--- config.mk ---
export PLATFORM = sky130hd
export DESIGN_NAME = fmac_rx_hdr_extract
export DESIGN_NICKNAME = d
export VERILOG_FILES = /design/src/rtl/fmac_rx_hdr_extract.sv
export SDC_FILE = /design/constraint.sdc
export NUM_CORES = 1
export LEC_CHECK = 0
export BUFFER_PORTS_ARGS = -buffer_cell sky130_fd_sc_hd__buf_2
export CORE_MARGIN = 5
export CORE_UTILIZATION = 50
export CTS_BUF_LIST = sky130_fd_sc_hd__clkbuf_8
export DETAILED_ROUTE_END_ITERATION = 8
export PLACE_DENSITY = 0.73
export SLEW_MARGIN = 20
export SYNTH_ARGS = -nofsm -noshare
export SYNTH_HDL_FRONTEND = slang
export SYNTH_SLANG_ARGS = --single-unit
--- constraint.sdc ---
create_clock -name clk -period 12.9 [get_ports clk]
set_input_delay 0.645 -clock clk [delete_from_list [all_inputs] [get_ports clk]]
set_output_delay 0.645 -clock clk [all_outputs]
set_load 0.005 [all_outputs]
--- src/rtl/fmac_rx_hdr_extract.sv ---
// fmac_rx_hdr_extract: pull DA/SA/EtherType out of the 64-bit RX beat stream and
// issue them on a paced strobe for the downstream source-address filter.
//   clk, rst           : single clock, synchronous active-high reset
//   rx_data/vld/sop/eop/be : MAC RX beats, byte 0 at rx_data[63:56]
//   mac_daddr/saddr/etype  : last issued header, held between issues
//   mac_saddr_vld      : one-cycle strobe, at least MIN_GAP cycles apart
//   hdr_runt, hdr_ovf  : one-cycle error pulses (short frame, dropped header)
//   hdr_cnt            : saturating count of issued headers
module fmac_rx_hdr_extract #(
    parameter int MIN_GAP = 3
) (
    input  logic        clk,
    input  logic        rst,
    input  logic [63:0] rx_data,
    input  logic        rx_vld,
    input  logic        rx_sop,
    input  logic        rx_eop,
    input  logic [7:0]  rx_be,
    output logic [47:0] mac_daddr,
    output logic [47:0] mac_saddr,
    output logic [15:0] mac_etype,
    output logic        mac_saddr_vld,
    output logic        hdr_runt,
    output logic        hdr_ovf,
    output logic [15:0] hdr_cnt
);
    typedef enum logic [1:0] {IDLE, HDR1, BODY} state_t;
    localparam logic [3:0] GAP_LD = 4'(MIN_GAP - 1);
    state_t       r_state;
    logic [47:0]  r_da;
    logic [15:0]  r_sa_hi;
    logic [111:0] r_pend;
    logic         r_pend_vld;
    logic [3:0]   r_gap;
    logic         w_short, w_hdr1, w_done, w_runt, w_gap_zero;
    logic         w_iss_pend, w_iss_new, w_issue, w_load_pend, w_ovf;
    logic [111:0] w_hdr, w_iss_hdr;
    logic         w_unused;
    assign w_unused    = &{1'b0, rx_be[1:0]};
    // second beat must carry header bytes 8..13 (be[7:2]) to complete the header
    assign w_short     = rx_eop & ~&rx_be[7:2];
    assign w_hdr1      = r_state == HDR1;
    assign w_done      = rx_vld & ~rx_sop & w_hdr1 & ~w_short;
    assign w_runt      = rx_vld & (rx_sop ? (rx_eop | w_hdr1) : (w_hdr1 & w_short));
    // SA[31:0] and EtherType sit contiguously in rx_data[63:16] of the second beat
    assign w_hdr       = {r_da, r_sa_hi, rx_data[63:16]};
    assign w_gap_zero  = r_gap == 4'd0;
    assign w_iss_pend  = r_pend_vld & w_gap_zero;
    assign w_iss_new   = w_done & ~r_pend_vld & w_gap_zero;
    assign w_issue     = w_iss_pend | w_iss_new;
    assign w_iss_hdr   = w_iss_pend ? r_pend : w_hdr;
    // the slot takes a new header if it is empty and blocked, or is being freed now
    assign w_load_pend = w_done & (w_iss_pend | (~r_pend_vld & ~w_gap_zero));
    assign w_ovf       = w_done & r_pend_vld & ~w_iss_pend;

    always_ff @(posedge clk) begin
        if (rst) begin
            r_state       <= IDLE;
            r_pend_vld    <= 1'b0;
            r_gap         <= 4'd0;
            mac_daddr     <= 48'd0;
            mac_saddr     <= 48'd0;
            mac_etype     <= 16'd0;
            mac_saddr_vld <= 1'b0;
            hdr_runt      <= 1'b0;
            hdr_ovf       <= 1'b0;
            hdr_cnt       <= 16'd0;
        end else begin
            if (rx_vld) begin
                if (rx_sop) begin
                    r_da    <= rx_data[63:16];
                    r_sa_hi <= rx_data[15:0];
                    r_state <= rx_eop ? IDLE : HDR1;
                end else if (r_state == HDR1) begin
                    r_state <= rx_eop ? IDLE : BODY;
                end else if (r_state == BODY && rx_eop) begin
                    r_state <= IDLE;
                end
            end
            r_pend_vld <= w_load_pend | (r_pend_vld & ~w_iss_pend);
            if (w_load_pend) r_pend <= w_hdr;
            r_gap <= w_issue ? GAP_LD : r_gap - {3'd0, ~w_gap_zero};
            if (w_issue) {mac_daddr, mac_saddr, mac_etype} <= w_iss_hdr;
            if (w_issue && hdr_cnt != 16'hFFFF) hdr_cnt <= hdr_cnt + 16'd1;
            mac_saddr_vld <= w_issue;
            hdr_runt      <= w_runt;
            hdr_ovf       <= w_ovf;
        end
    end
endmodule

* After elaboration in Yosys (flattened, before gate mapping)
Index checks and enable logic that the tools add are counted.
** Cells by class
- Reductions and logical operators :: 10
- Eq/ne operators :: 3
- $lt $le $gt $ge :: 0
- $mul :: 0
- Shift operators :: 0
- Bitwise gates (word level) :: 24
- Add/subtract/negate cells :: 2
- Mux-type cells :: 8
- Div/mod/pow operators :: 0
** Operators by type and width (count)
- $mux W112 :: 1
- $add A16 B1 Y16 const B :: 1
- $ne A16 B16 Y1 const B :: 1
- $and A1 B1 Y1 :: 14
- $mux W2 :: 5
- $not A1 Y1 :: 6
- $reduce_and A6 Y1 :: 1
- $logic_not A4 Y1 :: 1
- $or A1 B1 Y1 :: 4
- $reduce_and A2 Y1 :: 2
- $sub A4 B1 Y4 :: 1
- $reduce_and A3 Y1 :: 1
- $reduce_bool A3 Y1 :: 1
- $eq A2 B1 Y1 const B :: 1
- $eq A2 B2 Y1 const B :: 1
- $logic_and A1 B1 Y1 :: 2
- $mux W1 :: 2
- $reduce_or A2 Y1 :: 1
- $logic_not A1 Y1 :: 1
** Word-level totals
- Logic and storage cells :: 61
- Flip-flop bits (word level) :: 314
- Bits in read-only memories :: 0
- Memories kept :: 0
- Bits of input ports :: 77
- Output and inout bits :: 131
- RAM bits :: 0
- Latch bits :: 0

* Depth between registers and ports, before layout
Gate-level depths: netlist of the first run.
- Word-level depth :: 9
- Mapped depth :: 10
- Mapped depth without buffers :: 8

* Least setup slack after synthesis of the first run
No wires, ideal clock.
- Path kind :: input-to-reg
- Start :: in rx_be[4]
- End :: reg r_pend[0], enable pin
- Buffers on the path :: 0
- Data required time :: 12316 ps
- Data arrival time :: 5892 ps
- Setup time :: 584 ps
- Stages on the path :: 5
- Setup slack :: 6424 ps
- Cells stage by stage :: and4_1 > a31oi_2 > nor2_1 > nand4_1 > nor2_1
** On the way
- Word-level cells in the longest chain between the ends :: 7
** Ends and longest elaborated chain
- start: declaration :: RTL line 18 : input logic [7:0] rx_be,
- $reduce_and A6 Y1 :: RTL line 41 : assign w_short = rx_eop & ~&rx_be[7:2];
- $logic_not A1 Y1 :: RTL line 41
- $and A1 B1 Y1 :: RTL line 41
- $not A1 Y1 :: RTL line 43 : assign w_done = rx_vld & ~rx_sop & w_hdr1 & ~w_short;
- $and A1 B1 Y1 :: RTL line 43
- $and A1 B1 Y1 :: RTL line 53 : assign w_load_pend = w_done & (w_iss_pend | (~r_pend_vld & ~w_gap_zero));
- $reduce_and A2 Y1 (no source line)
- end signal: assignment :: RTL line 81 : if (w_load_pend) r_pend <= w_hdr;
- end: declaration :: RTL line 32 : logic [111:0] r_pend;
Every way passes these cells.
A chain may end at the register's enable or synchronous reset.

* Final worst setup path of the first run
- Start :: reg r_gap[2]
- End :: reg mac_daddr[44]
** On the way
- Word-level cells in the longest chain between the ends :: 3
- Elaborated cells on any way between the ends :: 5
- Classes of those cells :: mux: 1; bitwise: 3; reduce/logical: 1
** Ends and longest elaborated chain
- start: declaration :: RTL line 34 : logic [3:0] r_gap;
- start signal: assignment :: RTL line 82 : r_gap <= w_issue ? GAP_LD : r_gap - {3'd0, ~w_gap_zero};
- $logic_not A4 Y1 (*) :: RTL line 47 : assign w_gap_zero = r_gap == 4'd0;
- $and A1 B1 Y1 (on tied branches) :: RTL line 48, 49
- $mux W112 or $or A1 B1 Y1 (tied branches) :: RTL line 51, 50
- end signal: assignment :: RTL line 83 : if (w_issue) {mac_daddr, mac_saddr, mac_etype} <= w_iss_hdr;
- end: declaration :: RTL line 19 : output logic [47:0] mac_daddr,
Every way passes the cells marked *; elsewhere a longest branch is shown, timed or not.

==> metrics.txt, run 1 <==
# TYPE chip_impl_metric gauge
chip_impl_metric{name="synth_simple_gate_area_share",unit="%"} 15.0
chip_impl_info{name="tritoncts_clock_tree",value="built"} 1
chip_impl_metric{name="clock_latency",unit="ps"} 550
chip_impl_metric{name="synth-compound-area-share",unit="%"} 10.5
chip_impl_info{name="yosysTopAreaCell",value="sky130_fd_sc_hd__edfxtp_1"} 1
chip_impl_info{name="timing.hold.worst_endpoint",value="r_sa_hi[1]"} 1
chip_impl_metric{name="numCtsBuffers",unit=""} 50
chip_impl_info{name="min-delay-start",value="rx_data[1]"} 1
chip_impl_info{name="synth_top_family_by_area",value="simple AND/OR/NAND/NOR gates"} 1
chip_impl_metric{name="post_route_cells_drive_above_1_share",unit="%"} 23.8
chip_impl_info{name="yosys.cell_count.top_type",value="sky130_fd_sc_hd__nand2_1"} 1
chip_impl_metric{name="synth_fa_ha_area_share",unit="%"} 0.550
chip_impl_metric{name="routed_via_count",unit=""} 7967
chip_impl_metric{name="number_of_nets_still_failing_antenna_checks_after_routing",unit=""} 0
chip_impl_metric{name="synthDistinctLibCells",unit=""} 40
chip_impl_info{name="crit_path_cells",value="nor2_2, nand2_2, clkinv_2, ha_1, inv_6, buf_4, nor2_1, a311oi_1"} 1
chip_impl_metric{name="synth_enable_flop_cells",unit=""} 176
chip_impl_metric{name="grt_overflow",unit=""} 0
chip_impl_info{name="r2r-start",value="r_gap[2]"} 1
chip_impl_metric{name="synth.yosys.warnings",unit=""} 0
chip_impl_info{name="worstSetupEndpointType",value="register"} 1
chip_impl_metric{name="clk_pin_slew_worst_paths",unit="ps"} 60
chip_impl_metric{name="grt_antenna_before_repair",unit=""} 0
chip_impl_metric{name="max_freq",unit="MHz"} 322
chip_impl_info{name="critical-path-top-delay-family",value="buffers and inverters"} 1
chip_impl_metric{name="detail_route.iter0.violations",unit=""} 635
chip_impl_metric{name="die_area",unit="mm^2"} 0.0259
chip_impl_metric{name="timing_worst_slew_pin_value",unit="ps"} 1010
chip_impl_metric{name="largest_fanout_on_the_critical_path",unit=""} 126
chip_impl_metric{name="drt_wl_total",unit="mm"} 25.2
chip_impl_metric{name="die_extent_in_y",unit="um"} 161
chip_impl_info{name="ctsRootBufferMaster",value="sky130_fd_sc_hd__clkbuf_8"} 1
chip_impl_info{name="rr_endpoint",value="mac_daddr[44]"} 1
chip_impl_metric{name="ys_async_rst_share",unit="%"} 0
chip_impl_metric{name="rrSetupSlack",unit="ps"} 9800
chip_impl_metric{name="multi_input_comb_area",unit="mm^2"} 0.00303
chip_impl_metric{name="synth.area.mux_share",unit="%"} 0.286
chip_impl_metric{name="post_synthesis_register_bit_count",unit=""} 314
chip_impl_info{name="synthTopCellsByArea",value="sky130_fd_sc_hd__edfxtp_1 (46%), sky130_fd_sc_hd__dfxtp_1 (24%), sky130_fd_sc_hd__a311oi_1 (8.6%)"} 1
chip_impl_metric{name="first_global_vias",unit=""} 7714
chip_impl_metric{name="synth_top_area_share",unit="%"} 46.5
chip_impl_metric{name="cts_max_path_buffers",unit=""} 3
chip_impl_metric{name="final.period_utilization",unit="%"} 24.1
chip_impl_metric{name="detailed_place_hpwl",unit="mm"} 14.7
chip_impl_info{name="synth_flop_cell",value="sky130_fd_sc_hd__edfxtp_1"} 1
chip_impl_metric{name="post_detailed_route_drc_marker_count",unit=""} 0
chip_impl_metric{name="sequential_cell_area",unit="mm^2"} 0.00805
chip_impl_metric{name="cts_post_setup_buffers_inserted",unit=""} 0
chip_impl_metric{name="totalNegativeSetupSlack",unit="ps"} 0
chip_impl_info{name="crit_slowest_cell",value="sky130_fd_sc_hd__buf_4"} 1
chip_impl_metric{name="min_path_cells",unit=""} 1
chip_impl_metric{name="report.power.total",unit="W"} 0.00194
chip_impl_info{name="rsz_0062_raised_after_global_routing",value="false"} 1
chip_impl_metric{name="total_global_route_track_usage",unit="%"} 18.7
chip_impl_metric{name="worst_ir_drop_vdd",unit="mV"} 0.0879
chip_impl_info{name="timing.setup.critical_path_class",value="reg -> reg"} 1
chip_impl_metric{name="cells_on_worst_reg2reg_path",unit=""} 8
chip_impl_metric{name="resized_gates_after_cts",unit=""} 0
chip_impl_metric{name="grt_first_pass_wirelength",unit="mm"} 40.3
chip_impl_metric{name="detailedRoute.firstPassIterationCount",unit=""} 5
chip_impl_info{name="start_kind",value="register"} 1
chip_impl_metric{name="area_growth_syn_to_layout",unit="%"} 18.6
chip_impl_metric{name="yosys.area_share.xor_xnor",unit="%"} 0.154
chip_impl_metric{name="leakagePower",unit="nW"} 4.96
chip_impl_metric{name="synthesis.instances",unit=""} 962
chip_impl_metric{name="pin_count_of_the_biggest_net_entering_global_routing",unit=""} 127
chip_impl_metric{name="worst-path-buf-inv",unit=""} 3
chip_impl_metric{name="floorplan.initialDensity",unit="%"} 50.5
chip_impl_metric{name="count_of_filler_cells_inserted_in_the_layout",unit=""} 1859
chip_impl_metric{name="setup_violations",unit=""} 0
chip_impl_metric{name="synth_fp_nets",unit=""} 1044
chip_impl_info{name="run_status",value="completed"} 1
chip_impl_metric{name="core_region_area",unit="mm^2"} 0.0225
chip_impl_metric{name="worstPathArrival",unit="ps"} 3540
chip_impl_metric{name="max_stage_delay",unit="ps"} 890
chip_impl_metric{name="place_congestion",unit=""} 0.831
chip_impl_metric{name="chipWidth",unit="um"} 161
chip_impl_metric{name="synth_seq_area_share",unit="%"} 70.8
chip_impl_metric{name="finalHoldViolCount",unit=""} 0
chip_impl_metric{name="slew-limit-headroom",unit="%"} 32.9
chip_impl_metric{name="slew_violations",unit=""} 0
chip_impl_info{name="worstHoldPathType",value="in -> reg"} 1
chip_impl_metric{name="nets",unit=""} 1239
chip_impl_metric{name="required",unit="ps"} 13340
chip_impl_metric{name="drv_cap",unit=""} 0
chip_impl_metric{name="final.min_clock_period",unit="ps"} 3100
chip_impl_metric{name="cell_pwr_density",unit="mW/mm^2"} 144
chip_impl_metric{name="syn-cell-area",unit="mm^2"} 0.0114
chip_impl_metric{name="avgSynthCellArea",unit="um^2"} 11.8
chip_impl_metric{name="ios",unit=""} 208
chip_impl_metric{name="clock_tree.htree_level_count",unit=""} 2
chip_impl_metric{name="cts.sinks",unit=""} 314
chip_impl_metric{name="drt-vias-per-instance",unit=""} 5.37
chip_impl_metric{name="fin_skew",unit="ps"} 15.0
chip_impl_metric{name="port_buffers",unit=""} 205
chip_impl_metric{name="floorplan.rows",unit=""} 55
chip_impl_metric{name="cts_hold_buffers",unit=""} 0
chip_impl_metric{name="final_routed_wire_length_divided_by_cell_count",unit="um"} 17.0
chip_impl_metric{name="num_antenna_cells",unit=""} 0
chip_impl_info{name="synth_commonest_cells",value="sky130_fd_sc_hd__nand2_1 (234), sky130_fd_sc_hd__edfxtp_1 (176), sky130_fd_sc_hd__dfxtp_1 (138)"} 1
## worst reg2reg max path, stage by stage (launching register included)
cell,delay [ps]
sky130_fd_sc_hd__dfxtp_1,360
sky130_fd_sc_hd__nor2_2,60
sky130_fd_sc_hd__nand2_2,80
sky130_fd_sc_hd__clkinv_2,90
sky130_fd_sc_hd__ha_1,290
sky130_fd_sc_hd__inv_6,600
sky130_fd_sc_hd__buf_4,1030
sky130_fd_sc_hd__nor2_1,190
sky130_fd_sc_hd__a311oi_1,300
## through the flow
| stage | worst slack [ps] | cells | instance area (um^2) | hold WS (ps) | util, % |
|---|---|---|---|---|---|
| 2_1_floorplan | 6420 | 962 | 11400 | 426 | - |
| 3_3_place_gp | 9720 | 1390 | 12600 | 427 | 55.8 |
| 3_5_place_dp | 9650 | 1390 | 12600 | 432 | 55.8 |
| 4_1_cts | 9840 | 1483 | 13500 | 225 | 59.9 |
| 5_1_grt | 9520 | 1483 | 13500 | 213 | 59.9 |
| 6_report | 9800 | 1483 | 13500 | 271 | 59.9 |
## metal layers
metal	wire length [um]	GRT usage [%]
met1	10800	24.4
met2	12100	30.9
met5	0	0
met3	1650	4.54
met4	623	6.44
## cells in the final DEF, fill, tap and decap left out, types with 2 or more instances in the layout
cell                       count
sky130_fd_sc_hd__a21oi_1      17
sky130_fd_sc_hd__buf_2       204
sky130_fd_sc_hd__nand2b_1      4
sky130_fd_sc_hd__nand4_1      10
sky130_fd_sc_hd__inv_1        31
sky130_fd_sc_hd__clkinv_1     10
sky130_fd_sc_hd__dfxtp_1     138
sky130_fd_sc_hd__or3_1         8
sky130_fd_sc_hd__edfxtp_1    176
sky130_fd_sc_hd__mux2_2        2
sky130_fd_sc_hd__and3_1        4
sky130_fd_sc_hd__or4_1         4
sky130_fd_sc_hd__inv_6         3
sky130_fd_sc_hd__buf_4         9
sky130_fd_sc_hd__nor2b_1       4
sky130_fd_sc_hd__clkbuf_8     53
sky130_fd_sc_hd__nand2_1     234
sky130_fd_sc_hd__nor2_1      120
sky130_fd_sc_hd__and2_1        2
sky130_fd_sc_hd__ha_1          5
sky130_fd_sc_hd__nor4_1        5
sky130_fd_sc_hd__and4_1        4
sky130_fd_sc_hd__clkinv_2      4
sky130_fd_sc_hd__nor2_4        2
sky130_fd_sc_hd__o31ai_1       4
sky130_fd_sc_hd__o21ai_0      10
sky130_fd_sc_hd__a311oi_1    112
sky130_fd_sc_hd__nand3_1       2
## kinds of logic after synthesis
logic type / count (synthesis)
adders and majority gates: 5
muxes: 3
DFF: 314
and+or+nand+nor: 411
xor gates and xnor gates: 2
buffers and inverters: 79
AOI/OAI and AO/OA: 148
## where the power goes
group	switching (W)	total, W	internal [W]
logic	0.0000490	0.0000800	0.0000310
registers	0.0000103	0.00109	0.00108
clock network	0.000372	0.000772	0.000400
## area by class of cell
type | count | share of cell area (%)
clock buffer | 53 | 5.41
clock inverter | 40 | 1.41
inverter | 9 | 0.297
multi-input combinational | 569 | 22.5
sequential | 314 | 59.7
tap | 285 | 2.64
timing repair buffer | 213 | 8.07
## sequential cells by signal, summed over array words and instances (netlist names)
register,cells
hdr_cnt,16
mac_daddr,48
r_gap,4
r_pend_vld,1
mac_saddr_vld,1
hdr_ovf,1
r_da,48
mac_etype,16
r_sa_hi,16
mac_saddr,48
r_state,2
hdr_runt,1
r_pend,112
## worst max path at each step
stage	from	to	cells past startpoint	slack (ps)
2_1_floorplan	rx_be[4]	r_pend[0]	5	6420
3_3_place_gp	rx_be[4]	mac_saddr[34]	7	9720
3_5_place_dp	rx_be[4]	mac_saddr[27]	7	9650
4_1_cts	r_gap[2]	mac_daddr[44]	8	9840
5_1_grt	r_gap[3]	mac_daddr[44]	8	9520
6_report	r_gap[2]	mac_daddr[44]	8	9800
No activity file was read; power rests on OpenSTA's default activity.
==> run 2, diff against run 1 <==
Clock period 12.9 ns to 3.2 ns, I/O delays scaled along.
==> run 2 against run 1 <==
  * First-iteration DRC count decreased by 4.6%
  * Sequential power grew to 4.0 times the previous value
  * Clock-buffer cell count is 4 higher
  * Wire length increased by 3.9%
  * Sequential share of layout area shrank 3.3 points
  * Combinational power increased to 4.9 times the previous value
  * Final area is 5.9% higher
  * Critical path type unchanged
==> metrics.txt, run 2 (same netlist as run 1, synthesis figures left out) <==
# TYPE chip_impl_metric gauge
chip_impl_info{name="run_status",value="completed"} 1
chip_impl_metric{name="clock_latency",unit="ps"} 550
chip_impl_metric{name="fin_skew",unit="ps"} 16.3
chip_impl_metric{name="sw_frac_of_total",unit="%"} 22.0
chip_impl_metric{name="totalNegativeSetupSlack",unit="ps"} 0
chip_impl_metric{name="floorplan.initialDensity",unit="%"} 50.5
chip_impl_metric{name="slew_violations",unit=""} 0
chip_impl_metric{name="numCtsBuffers",unit=""} 49
chip_impl_metric{name="post_route_cells_drive_above_1_share",unit="%"} 23.0
chip_impl_metric{name="post_detailed_route_drc_marker_count",unit=""} 0
chip_impl_metric{name="rrSetupSlack",unit="ps"} 960
chip_impl_metric{name="timing_worst_slew_pin_value",unit="ps"} 873
chip_impl_metric{name="internal-power",unit="W"} 0.00615
chip_impl_info{name="crit_path_cells",value="nor2_2, nand2_2, clkinv_2, ha_1, inv_6, o31a_1, buf_4, nor4_1, o21bai_1"} 1
chip_impl_metric{name="detailedRoute.firstPassIterationCount",unit=""} 5
chip_impl_metric{name="max_freq",unit="MHz"} 446
chip_impl_metric{name="chipWidth",unit="um"} 161
chip_impl_metric{name="largest_register_ffs",unit=""} 112
chip_impl_metric{name="cts.sinks",unit=""} 314
chip_impl_metric{name="final.period_utilization",unit="%"} 70.1
chip_impl_metric{name="floorplan.rows",unit=""} 55
chip_impl_metric{name="ios",unit=""} 208
chip_impl_info{name="final_cell_mix",value="sky130_fd_sc_hd__nand2_1 (234), sky130_fd_sc_hd__buf_2 (204), sky130_fd_sc_hd__edfxtp_1 (176), sky130_fd_sc_hd__dfxtp_1 (138), sky130_fd_sc_hd__nor2_1 (120)"} 1
chip_impl_metric{name="setup_violations",unit=""} 0
chip_impl_metric{name="post_layout_util",unit="%"} 63.5
chip_impl_info{name="rr_endpoint",value="hdr_cnt[2]"} 1
chip_impl_metric{name="grt_first_pass_wirelength",unit="mm"} 42.2
chip_impl_metric{name="grt_overflow",unit=""} 0
chip_impl_info{name="crit_end",value="hdr_cnt[2]"} 1
chip_impl_metric{name="netSwitchingPower",unit="W"} 0.00173
chip_impl_info{name="layout_commonest_cell",value="sky130_fd_sc_hd__nand2_1"} 1
chip_impl_info{name="crit_slowest_cell",value="sky130_fd_sc_hd__o31a_1"} 1
chip_impl_metric{name="cts_post_setup_buffers_inserted",unit=""} 0
chip_impl_metric{name="number_of_nets_still_failing_antenna_checks_after_routing",unit=""} 0
chip_impl_metric{name="cts_max_path_buffers",unit=""} 3
chip_impl_metric{name="cells_on_worst_reg2reg_path",unit=""} 9
chip_impl_metric{name="place_congestion",unit=""} 0.831
chip_impl_metric{name="worst_ir_drop_vdd",unit="mV"} 0.520
chip_impl_metric{name="drt_wl_total",unit="mm"} 26.2
chip_impl_metric{name="pwr-share-comb",unit="%"} 4.9
chip_impl_metric{name="power.share.sequential",unit="%"} 55.7
chip_impl_metric{name="resized_gates_after_cts",unit=""} 0
chip_impl_metric{name="max_stage_delay",unit="ps"} 630
chip_impl_metric{name="final.min_clock_period",unit="ps"} 2240
chip_impl_metric{name="first_global_vias",unit=""} 8271
chip_impl_metric{name="cts_hold_buffers",unit=""} 69
chip_impl_metric{name="largest_fanout_on_the_critical_path",unit=""} 22
chip_impl_info{name="worstHoldPathType",value="in -> reg"} 1
chip_impl_metric{name="count_of_filler_cells_inserted_in_the_layout",unit=""} 1758
chip_impl_info{name="crit_path_start",value="r_gap[2]"} 1
chip_impl_metric{name="leakagePower",unit="nW"} 5.29
chip_impl_metric{name="drt-vias-per-instance",unit=""} 5.37
chip_impl_info{name="rsz_0062_raised_after_global_routing",value="false"} 1
chip_impl_metric{name="detail_route.iter0.violations",unit=""} 606
chip_impl_metric{name="grt_antenna_before_repair",unit=""} 0
chip_impl_metric{name="nets",unit=""} 1312
chip_impl_metric{name="cell_pwr_density",unit="mW/mm^2"} 552
chip_impl_metric{name="required",unit="ps"} 3630
chip_impl_info{name="r2r-start",value="r_gap[2]"} 1
chip_impl_metric{name="drv_cap",unit=""} 0
chip_impl_info{name="worstSetupEndpointType",value="register"} 1
chip_impl_metric{name="die_area",unit="mm^2"} 0.0259
chip_impl_info{name="tritoncts_clock_tree",value="built"} 1
chip_impl_metric{name="port_buffers",unit=""} 205
chip_impl_info{name="timing.setup.critical_path_class",value="reg -> reg"} 1
chip_impl_metric{name="area_growth_syn_to_layout",unit="%"} 25.5
chip_impl_metric{name="num_antenna_cells",unit=""} 0
chip_impl_info{name="top_reg_by_flops",value="r_pend"} 1
chip_impl_metric{name="slew-limit-headroom",unit="%"} 41.8
chip_impl_metric{name="power_frac_clock",unit="%"} 39.3
chip_impl_metric{name="worstPathArrival",unit="ps"} 2680
chip_impl_metric{name="clock_tree.htree_level_count",unit=""} 2
chip_impl_metric{name="finalHoldViolCount",unit=""} 0
chip_impl_metric{name="clk_pin_slew_worst_paths",unit="ps"} 60
chip_impl_metric{name="detailed_place_hpwl",unit="mm"} 15.1
chip_impl_metric{name="final_routed_wire_length_divided_by_cell_count",unit="um"} 16.8
chip_impl_info{name="start_kind",value="register"} 1
chip_impl_metric{name="hold-worst-slack",unit="ps"} 136
chip_impl_metric{name="die_extent_in_y",unit="um"} 161
chip_impl_metric{name="routed_via_count",unit=""} 8339
chip_impl_metric{name="core_region_area",unit="mm^2"} 0.0225
chip_impl_metric{name="total_global_route_track_usage",unit="%"} 19.5
chip_impl_info{name="ctsRootBufferMaster",value="sky130_fd_sc_hd__clkbuf_8"} 1
chip_impl_metric{name="pin_count_of_the_biggest_net_entering_global_routing",unit=""} 116
## run 2: changes by cell type in the layout (fill, tap and decap cells not counted), sizes merged
cell         previous run  this run
dlygate4sd3             0        69
clkinv                 14         6
buf                   213       218
clkbuf                 53        57
clkinvlp                0         3
bufinv                  1         0
inv                    34        33
## run 2: power by group through the flow
| stage | Sequential (W) | Clock [W] | Combinational, W |
|---|---|---|---|
| finish | 0.00439 | 0.00310 | 0.000389 |
| global route | 0.00440 | 0.00338 | 0.000432 |
| CTS | 0.00439 | 0.00318 | 0.000390 |
| detailed placement | 0.00447 | 0 | 0.000324 |
| global placement | 0.00447 | 0 | 0.000315 |
| floorplan | 0.00447 | 0 | 0.000184 |
## run 2: through the flow
step | cell area, um^2 | cells | total power, W | worst slack (ps)
after floorplan | 11400 | 962 | 0.00465 | 175
after global placement | 12700 | 1395 | 0.00478 | 990
after detailed placement | 12700 | 1395 | 0.00480 | 960
after CTS | 14300 | 1554 | 0.00796 | 949
after global routing | 14300 | 1554 | 0.00821 | 767
final | 14300 | 1554 | 0.00788 | 958
## run 2: critical path, delay by kind of cell, from the launching register on
kind | cells | cell delay (ps)
AO/OA/AOI/OAI | 2 | 820
adder cells (fa/ha/maj) | 1 | 290
buffers and inverters | 3 | 470
flip-flops | 1 | 370
AND/OR/NAND/NOR | 3 | 190
## run 2: how the worst min path moves through the flow
| stage | startpoint | endpoint | slack, ps | cells after the start |
|---|---|---|---|---|
| final | rx_be[7] | hdr_runt | 140 | 4 |
| after floorplan | rx_data[16] | r_da[0] | 260 | 0 |
| after detailed placement | rx_data[2] | r_sa_hi[2] | 340 | 1 |
| after global routing | rx_be[7] | hdr_runt | 120 | 4 |
| after CTS | rx_be[7] | hdr_runt | 90 | 4 |
| after global placement | rx_data[2] | r_sa_hi[2] | 340 | 1 |
## run 2: layout make-up
cell class	count	area, um^2	area share [%]
clock buffer	57	785	5.49
clock inverter	33	136	0.955
inverter	9	40.0	0.280
multi-input combinational	569	3030	21.2
sequential	314	8050	56.4
tap	285	357	2.50
timing repair buffer	287	1880	13.2
## run 2: routing by layer
metal  GRT usage, %  wire length [um]  up-vias
met2           32.6             12600      252
met1           25.7             11500     4009
met5              0                 0        -
met3           4.44              1570       40
met4           5.82               516        0
li1               -                 -     4038
